File: src/rtl/dpram_pkg.sv
// Shared definitions for the parameterised dual-port RAM.
//   dpram_state_t      : clear-controller state encoding
//   COLLIDE_READ_OLD   : same-address read/write returns the pre-write word
//   COLLIDE_WRITE_THRU : same-address read/write returns the post-write word
package dpram_pkg;

    typedef enum logic {
        ST_IDLE  = 1'b0,
        ST_CLEAR = 1'b1
    } dpram_state_t;

    localparam int COLLIDE_READ_OLD   = 0;
    localparam int COLLIDE_WRITE_THRU = 1;

endpackage

File: src/rtl/dpram_init_ctrl.sv
// Array clear sequencer. Walks a pointer over every word of the RAM and
// strobes a zero write at each address, one word per cycle.
//   clk, rst  : clock, synchronous active-high reset (restarts the clear)
//   clr       : request a clear while idle; ignored while clearing
//   busy      : clear in progress
//   clr_addr  : address being zeroed this cycle
//   clr_we    : zero-write strobe for clr_addr
//
// state    | meaning
// ---------+-----------------------------------------------
// ST_IDLE  | array usable, waiting for clr
// ST_CLEAR | zeroing word at ptr, one word per cycle
module dpram_init_ctrl
    import dpram_pkg::*;
#(
    parameter int ADDR_W = 4
) (
    input  logic              clk,
    input  logic              rst,
    input  logic              clr,
    output logic              busy,
    output logic [ADDR_W-1:0] clr_addr,
    output logic              clr_we
);

    dpram_state_t      state, state_nxt;
    logic [ADDR_W-1:0] ptr, ptr_nxt;

    always_ff @(posedge clk) begin
        if (rst) begin
            state <= ST_CLEAR;
            ptr   <= '0;
        end else begin
            state <= state_nxt;
            ptr   <= ptr_nxt;
        end
    end

    always_comb begin
        state_nxt = state;
        ptr_nxt   = ptr;
        case (state)
            ST_IDLE: begin
                if (clr) begin
                    state_nxt = ST_CLEAR;
                    ptr_nxt   = '0;
                end
            end
            ST_CLEAR: begin
                ptr_nxt = ptr + 1'b1;
                // Last word is written this cycle when the pointer is all ones.
                if (&ptr) begin
                    state_nxt = ST_IDLE;
                end
            end
            default: begin
                state_nxt = ST_CLEAR;
                ptr_nxt   = '0;
            end
        endcase
    end

    assign busy     = (state == ST_CLEAR);
    assign clr_we   = busy;
    assign clr_addr = ptr;

endmodule

File: src/rtl/dpram_param.sv
// Parameterised simple dual-port RAM: one write port with byte enables,
// one read port with 1 or 2 cycles of registered latency, and a
// self-sequenced clear of the whole array after reset or on request.
//   clk, rst      : clock, synchronous active-high reset
//   clr           : one-cycle request to zero the array
//   we/waddr/wdata/wbe : write port, wbe[i] gates byte i
//   re/raddr      : read port, accepted every cycle
//   rdata/rvalid  : registered read data and its one-cycle qualifier
//   busy          : clear in progress, accesses ignored
module dpram_param
    import dpram_pkg::*;
#(
    parameter int DATA_W       = 8,
    parameter int ADDR_W       = 4,
    parameter int RD_LAT       = 1,
    parameter int COLLIDE_MODE = 0
) (
    input  logic                  clk,
    input  logic                  rst,
    input  logic                  clr,
    input  logic                  we,
    input  logic [ADDR_W-1:0]     waddr,
    input  logic [DATA_W-1:0]     wdata,
    input  logic [DATA_W/8-1:0]   wbe,
    input  logic                  re,
    input  logic [ADDR_W-1:0]     raddr,
    output logic [DATA_W-1:0]     rdata,
    output logic                  rvalid,
    output logic                  busy
);

    localparam int DEPTH = 2 ** ADDR_W;
    localparam int NB    = DATA_W / 8;

    logic              busy_i;
    logic [ADDR_W-1:0] clr_addr;
    logic              clr_we;

    dpram_init_ctrl #(.ADDR_W(ADDR_W)) u_init_ctrl (
        .clk      (clk),
        .rst      (rst),
        .clr      (clr),
        .busy     (busy_i),
        .clr_addr (clr_addr),
        .clr_we   (clr_we)
    );

    assign busy = busy_i;

    logic [DATA_W-1:0] mem [DEPTH];

    // A clr in the idle cycle starts the clear, so that cycle's accesses are dropped too.
    logic acc, wr_en, rd_en;
    assign acc   = ~rst & ~busy_i & ~clr;
    assign wr_en = acc & we;
    assign rd_en = acc & re;

    logic [DATA_W-1:0] rd_word;

    always_comb begin
        rd_word = mem[raddr];
        if (COLLIDE_MODE == COLLIDE_WRITE_THRU && wr_en && (waddr == raddr)) begin
            for (int i = 0; i < NB; i++) begin
                if (wbe[i]) begin
                    rd_word[8*i +: 8] = wdata[8*i +: 8];
                end
            end
        end
    end

    always_ff @(posedge clk) begin
        if (clr_we) begin
            mem[clr_addr] <= '0;
        end else if (wr_en) begin
            for (int i = 0; i < NB; i++) begin
                if (wbe[i]) begin
                    mem[waddr][8*i +: 8] <= wdata[8*i +: 8];
                end
            end
        end
    end

    logic [DATA_W-1:0] s1_data;
    logic              s1_valid;

    always_ff @(posedge clk) begin
        if (rst) begin
            s1_data  <= '0;
            s1_valid <= 1'b0;
        end else begin
            s1_valid <= rd_en;
            if (rd_en) begin
                s1_data <= rd_word;
            end
        end
    end

    generate
        if (RD_LAT == 2) begin : g_lat2
            logic [DATA_W-1:0] s2_data;
            logic              s2_valid;

            always_ff @(posedge clk) begin
                if (rst) begin
                    s2_data  <= '0;
                    s2_valid <= 1'b0;
                end else begin
                    s2_valid <= s1_valid;
                    if (s1_valid) begin
                        s2_data <= s1_data;
                    end
                end
            end

            assign rdata  = s2_data;
            assign rvalid = s2_valid;
        end else begin : g_lat1
            assign rdata  = s1_data;
            assign rvalid = s1_valid;
        end
    endgenerate

endmodule

File: config.mk
export PLATFORM = sky130hd
export DESIGN_NAME = dpram_param
export DESIGN_NICKNAME = d
export VERILOG_FILES = /design/src/rtl/dpram_pkg.sv /design/src/rtl/dpram_init_ctrl.sv /design/src/rtl/dpram_param.sv
export SDC_FILE = /design/constraint.sdc
export NUM_CORES = 1
export LEC_CHECK = 0
export CORE_UTILIZATION = 63
export DETAILED_ROUTE_END_ITERATION = 8
export DONT_BUFFER_PORTS = 1
export GPL_TIMING_DRIVEN = 0
export PLACE_DENSITY = 0.91
export SLEW_MARGIN = 0
export SYNTH_ARGS = -nofsm -noshare
export SYNTH_HDL_FRONTEND = slang
export SYNTH_SLANG_ARGS = --single-unit
File: constraint.sdc
create_clock -name clk -period 2.95 [get_ports clk]
set_clock_uncertainty 0.1 [all_clocks]
set_input_delay 0 -clock clk [delete_from_list [all_inputs] [get_ports clk]]
set_output_delay 0 -clock clk [all_outputs]
set_load 0.02 [all_outputs]
Yosys cells after proc, flatten, opt, wreduce, memory -nomap -nowiden. Memories as Yosys holds them, arrays and structs flattened. A register that Yosys moved wholly into a read port is not among the register bits. Cells that the tools add are included. W data, S select, Z words.

Output and inout port bits: 10. Logic and storage cells: 29. Input bits: 22. Bits in writable memories: 128. Memories kept: 1. Register bits after elaboration: 6.

Memory list: mem (words 16, bits a word 8, rd ports 1, clocked after Yosys merged registers in 1, wr ports 1, line dpram_param.sv:50) `logic [DATA_W-1:0] mem [DEPTH];`.

Bitwise logic cells: 7. Reduce and logical (&&, ||, !) cells: 2. Equal/unequal tests: 1. Add/sub/neg operators: 1. Multiplexer cells: 14.

Operator list (count): $mux W1 (9); $mux W4 (2); $mux W8 (1); $pmux W4 S2 (1); $reduce_or A8 Y1 (1); $add A4 B1 Y4 const B (1); $and A1 B1 Y1 (4); $reduce_and A4 Y1 (1); $not A1 Y1 (3); $ne A2 B2 Y1 const B (1); $pmux W1 S2 (1).

Longest topological paths before layout.
Word-level depth: 9. Gate-level depth with buffers: 8. Mapped depth without buffers: 4.

Modules after synthesis. From an unflattened synthesis, not the netlist that was laid out.

Cells, all modules: 312. Area, all modules: 5708.0 um2.

Modules (own cells, without submodules): dpram_param (area an instance 5479.0 um2, instances 1, cells an instance 287, sequential area each 4023.9 um2); dpram_init_ctrl (area an instance 229.0 um2, instances 1, cells an instance 25, sequential area each 100.1 um2).

Worst setup path before layout. No wires, ideal clock.

Kind: reg-to-reg. Start point: register u_init_ctrl.state, in the netlist u_init_ctrl.busy. End point: memory mem[13][0] (enable). Required time: 2.480 ns. Period minus slack after synthesis: 2.259 ns. Cell stages (with the launch flop): 7. Library setup time: 0.370 ns. Path slack: 0.691 ns. Path buffers: 2. Arrival: 1.789 ns. Cells stage by stage: dfxtp_1 -> nor2_1 -> and4b_1 -> buf_2 -> clkbuf_1 -> a31oi_1 -> nor2_1.

Cells in the longest elaborated chain, start to end: 9. Elaborated cells on any way between the ends: 12. Classes of those cells: 7 x mux; 4 x bitwise; 1 x reduce/logical.

RTL lines: start, declared (line dpram_init_ctrl.sv:26) `dpram_state_t state, state_nxt;`; start signal, assigned (line dpram_init_ctrl.sv:34) `state <= state_nxt;`; $not A1 Y1 (line dpram_param.sv:54) `assign acc = ~rst & ~busy_i & ~clr;`; $and A1 B1 Y1 (2 in a row) (line dpram_param.sv:54); $and A1 B1 Y1 (line dpram_param.sv:55) `assign wr_en = acc & we;`; $mux W1 (line dpram_param.sv:74) `end else if (wr_en) begin`; $mux W1 (line dpram_param.sv:72) `if (clr_we) begin`; $mux W1 (not written as such) (line dpram_param.sv:77) `mem[waddr][8*i +: 8] <= wdata[8*i +: 8];`; $reduce_or A8 Y1 (no line); $mux W4 (no line) / $mux W1 (equally long branches); end, declared (line dpram_param.sv:50).

Several ways; a longest one is shown, not always the timed one.

Worst setup path after layout.
Start point: register u_init_ctrl.state, in the netlist u_init_ctrl.busy. End point: memory mem[6][5] (enable).

Same word-level chain as after synthesis.

==> impl_metrics.toml <==
[setup_path]
crit_path_top_delay_cell = "nor2_2"
endpoint_kind = "flop"
worstPathCellList = "nor2_1 -> and4b_1 -> buf_2 -> clkbuf_1 -> a31oi_1 -> nor2_2"
path_max_fanout = 10
slowest_delay_ns = 0.58
worst_setup_path_start_kind = "flop"
crit_type = "flop to flop"
critical_path_arrival_ns = 3.07
critPathRequiredTime_ns = 3.01

[status]
status = "complete, but fails checks"
violations = "setup timing"

[route]
vias = 3097
wire_per_inst_um = 27.1
drt-total-wl_um = 12300
drt-pass1-iter-count = 5
antenna_left = 0
drtIter0Drc = 324
vias_per_cell = 6.81
drt_drc_violations_left = 0

[clocking]
cts-root-buf = "clkbuf_8"
post-cts-setup-buffers = 0
numCtsBuffers = 17
clock_latency_ns = 0.53
clock-sinks = 142
htreeDepth = 4
cts_tree = "built"
clockBufferDepth = 2
cts.clk_slew.worst_paths_ns = 0.07

[die]
start_util = 0.651
num_rows = 34
ioPinCount = 32
die_y_um = 96.9
dieArea_sq_um = 9390
die_w_um = 96.9
core_sq_um = 8720

[sta]
slew_violations = 0
fmax_mhz = 333
period_needed_ns = 3.00
slew_headroom = 0.328
final.setup.tns_ns = -1.63
rsz0062_at_grt = "true"
final_hold_viol_count = 0
tightest_slew_ns = 1.00
setup_slack_ns = -0.0535
whs_ns = 0.0248
finalCritPeriodShare = 1.02
setup_viol = 40

[yosys]
syn-mean-instance-area_sq_um = 18.9
syn-instance-count = 300
synthArstFlopShare = 0
ys_ff_latch = 142
synth_edf_count = 128
syn_area_sq_um = 5670
synth_top_flop_cell = "edfxtp_1"
ys_warn_count = 0
synth.distinct_cells = 33
syn_nets = 323
yosysSeqAreaShare = 0.727

[hold_path]
holdCritPathClass = "input port to flop"

[finish]
final_cell_mix = "edfxtp_1, mux2i_1, mux4_2"
antenna_cells = 0
final_layout_size_suffix_gt1_frac = 0.213
final_common_cell = "edfxtp_1"
nets = 357
fillers = 429
areaGrowthSynthToFinish_pct = 15.8

[global_route]
grt_start_max_net_pins = 17
grt_pass1_vias = 3269
grtUsageTotal = 0.283
antenna_found_initial = 0
grt-ovfl-total = 0
grt_pass1_wl_um = 18700

[job]
cap_violations = 0

[placed_design]
place_ws_ns = -0.0141
io_buffers = 0
dp_hpwl_um = 7040
place_congestion = 0.851

[power_and_ir_drop]
power_density_nw_per_um2 = 686
ir_worst_vdd_mv = 0.558
leakage_nw = 2.46
==> per-stage QoR <==
step	std cells	instance area, sq um	total power, mW	utilization
2_1_floorplan	300	5670	2.37	-
3_3_place_gp	408	5810	2.40	0.666
3_5_place_dp	408	5810	2.41	0.666
4_1_cts	455	6560	4.49	0.752
5_1_grt	455	6570	4.60	0.753
6_report	455	6570	4.50	0.753
==> cells by family after synthesis <==
family,Yosys count,synth area share
adder cells (fa/ha/maj),1,0.00220
buffers and inverters,17,0.0201
flip-flops,142,0.727
AO/OA/AOI/OAI,30,0.0359
multiplexers,55,0.164
AND/OR/NAND/NOR,55,0.0507
==> synth_stat cells, types with 2 or more instances <==
master | instances | area [sq um]
nand2b_1 | 4 | 25.0
inv_1 | 3 | 11.3
a21oi_1 | 4 | 20.0
mux4_2 | 17 | 383
mux2_2 | 5 | 56.3
nor2b_1 | 8 | 50.1
a31oi_1 | 2 | 12.5
buf_6 | 6 | 67.6
dfxtp_1 | 14 | 280
nor2_1 | 23 | 86.3
clkbuf_1 | 3 | 11.3
mux4_1 | 10 | 263
nand2_1 | 4 | 15.0
mux2i_1 | 23 | 230
a32oi_1 | 6 | 52.6
edfxtp_1 | 128 | 3840
and2_1 | 8 | 50.1
a22oi_1 | 7 | 52.6
and3_1 | 2 | 12.5
o21ai_0 | 7 | 35.0
buf_2 | 4 | 20.0
==> layout make-up <==
| type | instances | area, sq um | share of cell area |
|---|---|---|---|
| flip-flops and latches | 142 | 4120 | 0.628 |
| multi-input cells | 141 | 1460 | 0.222 |
| clock buffers | 18 | 428 | 0.0651 |
| clock inverters | 14 | 156 | 0.0238 |
| repair buffers | 15 | 150 | 0.0229 |
| well taps | 108 | 135 | 0.0206 |
| plain buffers | 14 | 103 | 0.0156 |
| inverters | 3 | 11.3 | 0.00171 |
==> critical path: cells and delay by family, from the launching register on <==
kind / cells / cell delay, ns
compound gates: 1 / 0.31
flops: 1 / 0.39
simple gates: 3 / 1.19
buf+inv: 2 / 0.64
==> layer usage <==
metal / vias to the layer above / global-route usage / part of all wire
met5: - / 0 / 0
met4: 0 / 0.125 / 0.027
met3: 33 / 0.0788 / 0.077
met2: 181 / 0.458 / 0.51
met1: 1590 / 0.360 / 0.38
li1: 1293 / - / -
==> flip-flops by register name (all words and copies together) (netlist names) <==
| name | flops |
|---|---|
| mem | 128 |
| rdata | 8 |
| rvalid | 1 |
| u_init_ctrl.busy | 1 |
| u_init_ctrl.clr_addr | 4 |
==> what timing repair did <==
item,in CTS,in global routing
endpoints found under the setup margin,48,64
gates cloned,0,0
hold buffers,15,0
gates resized for setup,5,4
endpoints found under the hold margin,150,0
==> path summary, 6_finish.rpt <==
check	startpoint	to	slack [ns]	cells after the start
worst max-delay path	u_init_ctrl.busy$_SDFF_PP1_	mem[6][5]$_DFFE_PP_	-0.05	6
worst min-delay path	raddr[0]	rdata[3]$_SDFFE_PP0P_	0.02	5
worst max register to register	u_init_ctrl.busy$_SDFF_PP1_	mem[6][5]$_DFFE_PP_	-0.05	6
worst min register to register	u_init_ctrl.clr_addr[2]$_SDFFE_PP0P_	u_init_ctrl.clr_addr[2]$_SDFFE_PP0P_	0.46	2
==> report_power, final <==
part	internal [mW]	total, mW	switching (mW)
Clock	1.24	2.11	0.868
Sequential	2.20	2.22	0.0146
Combinational	0.0785	0.183	0.105
(Power assumes the default switching activity.)
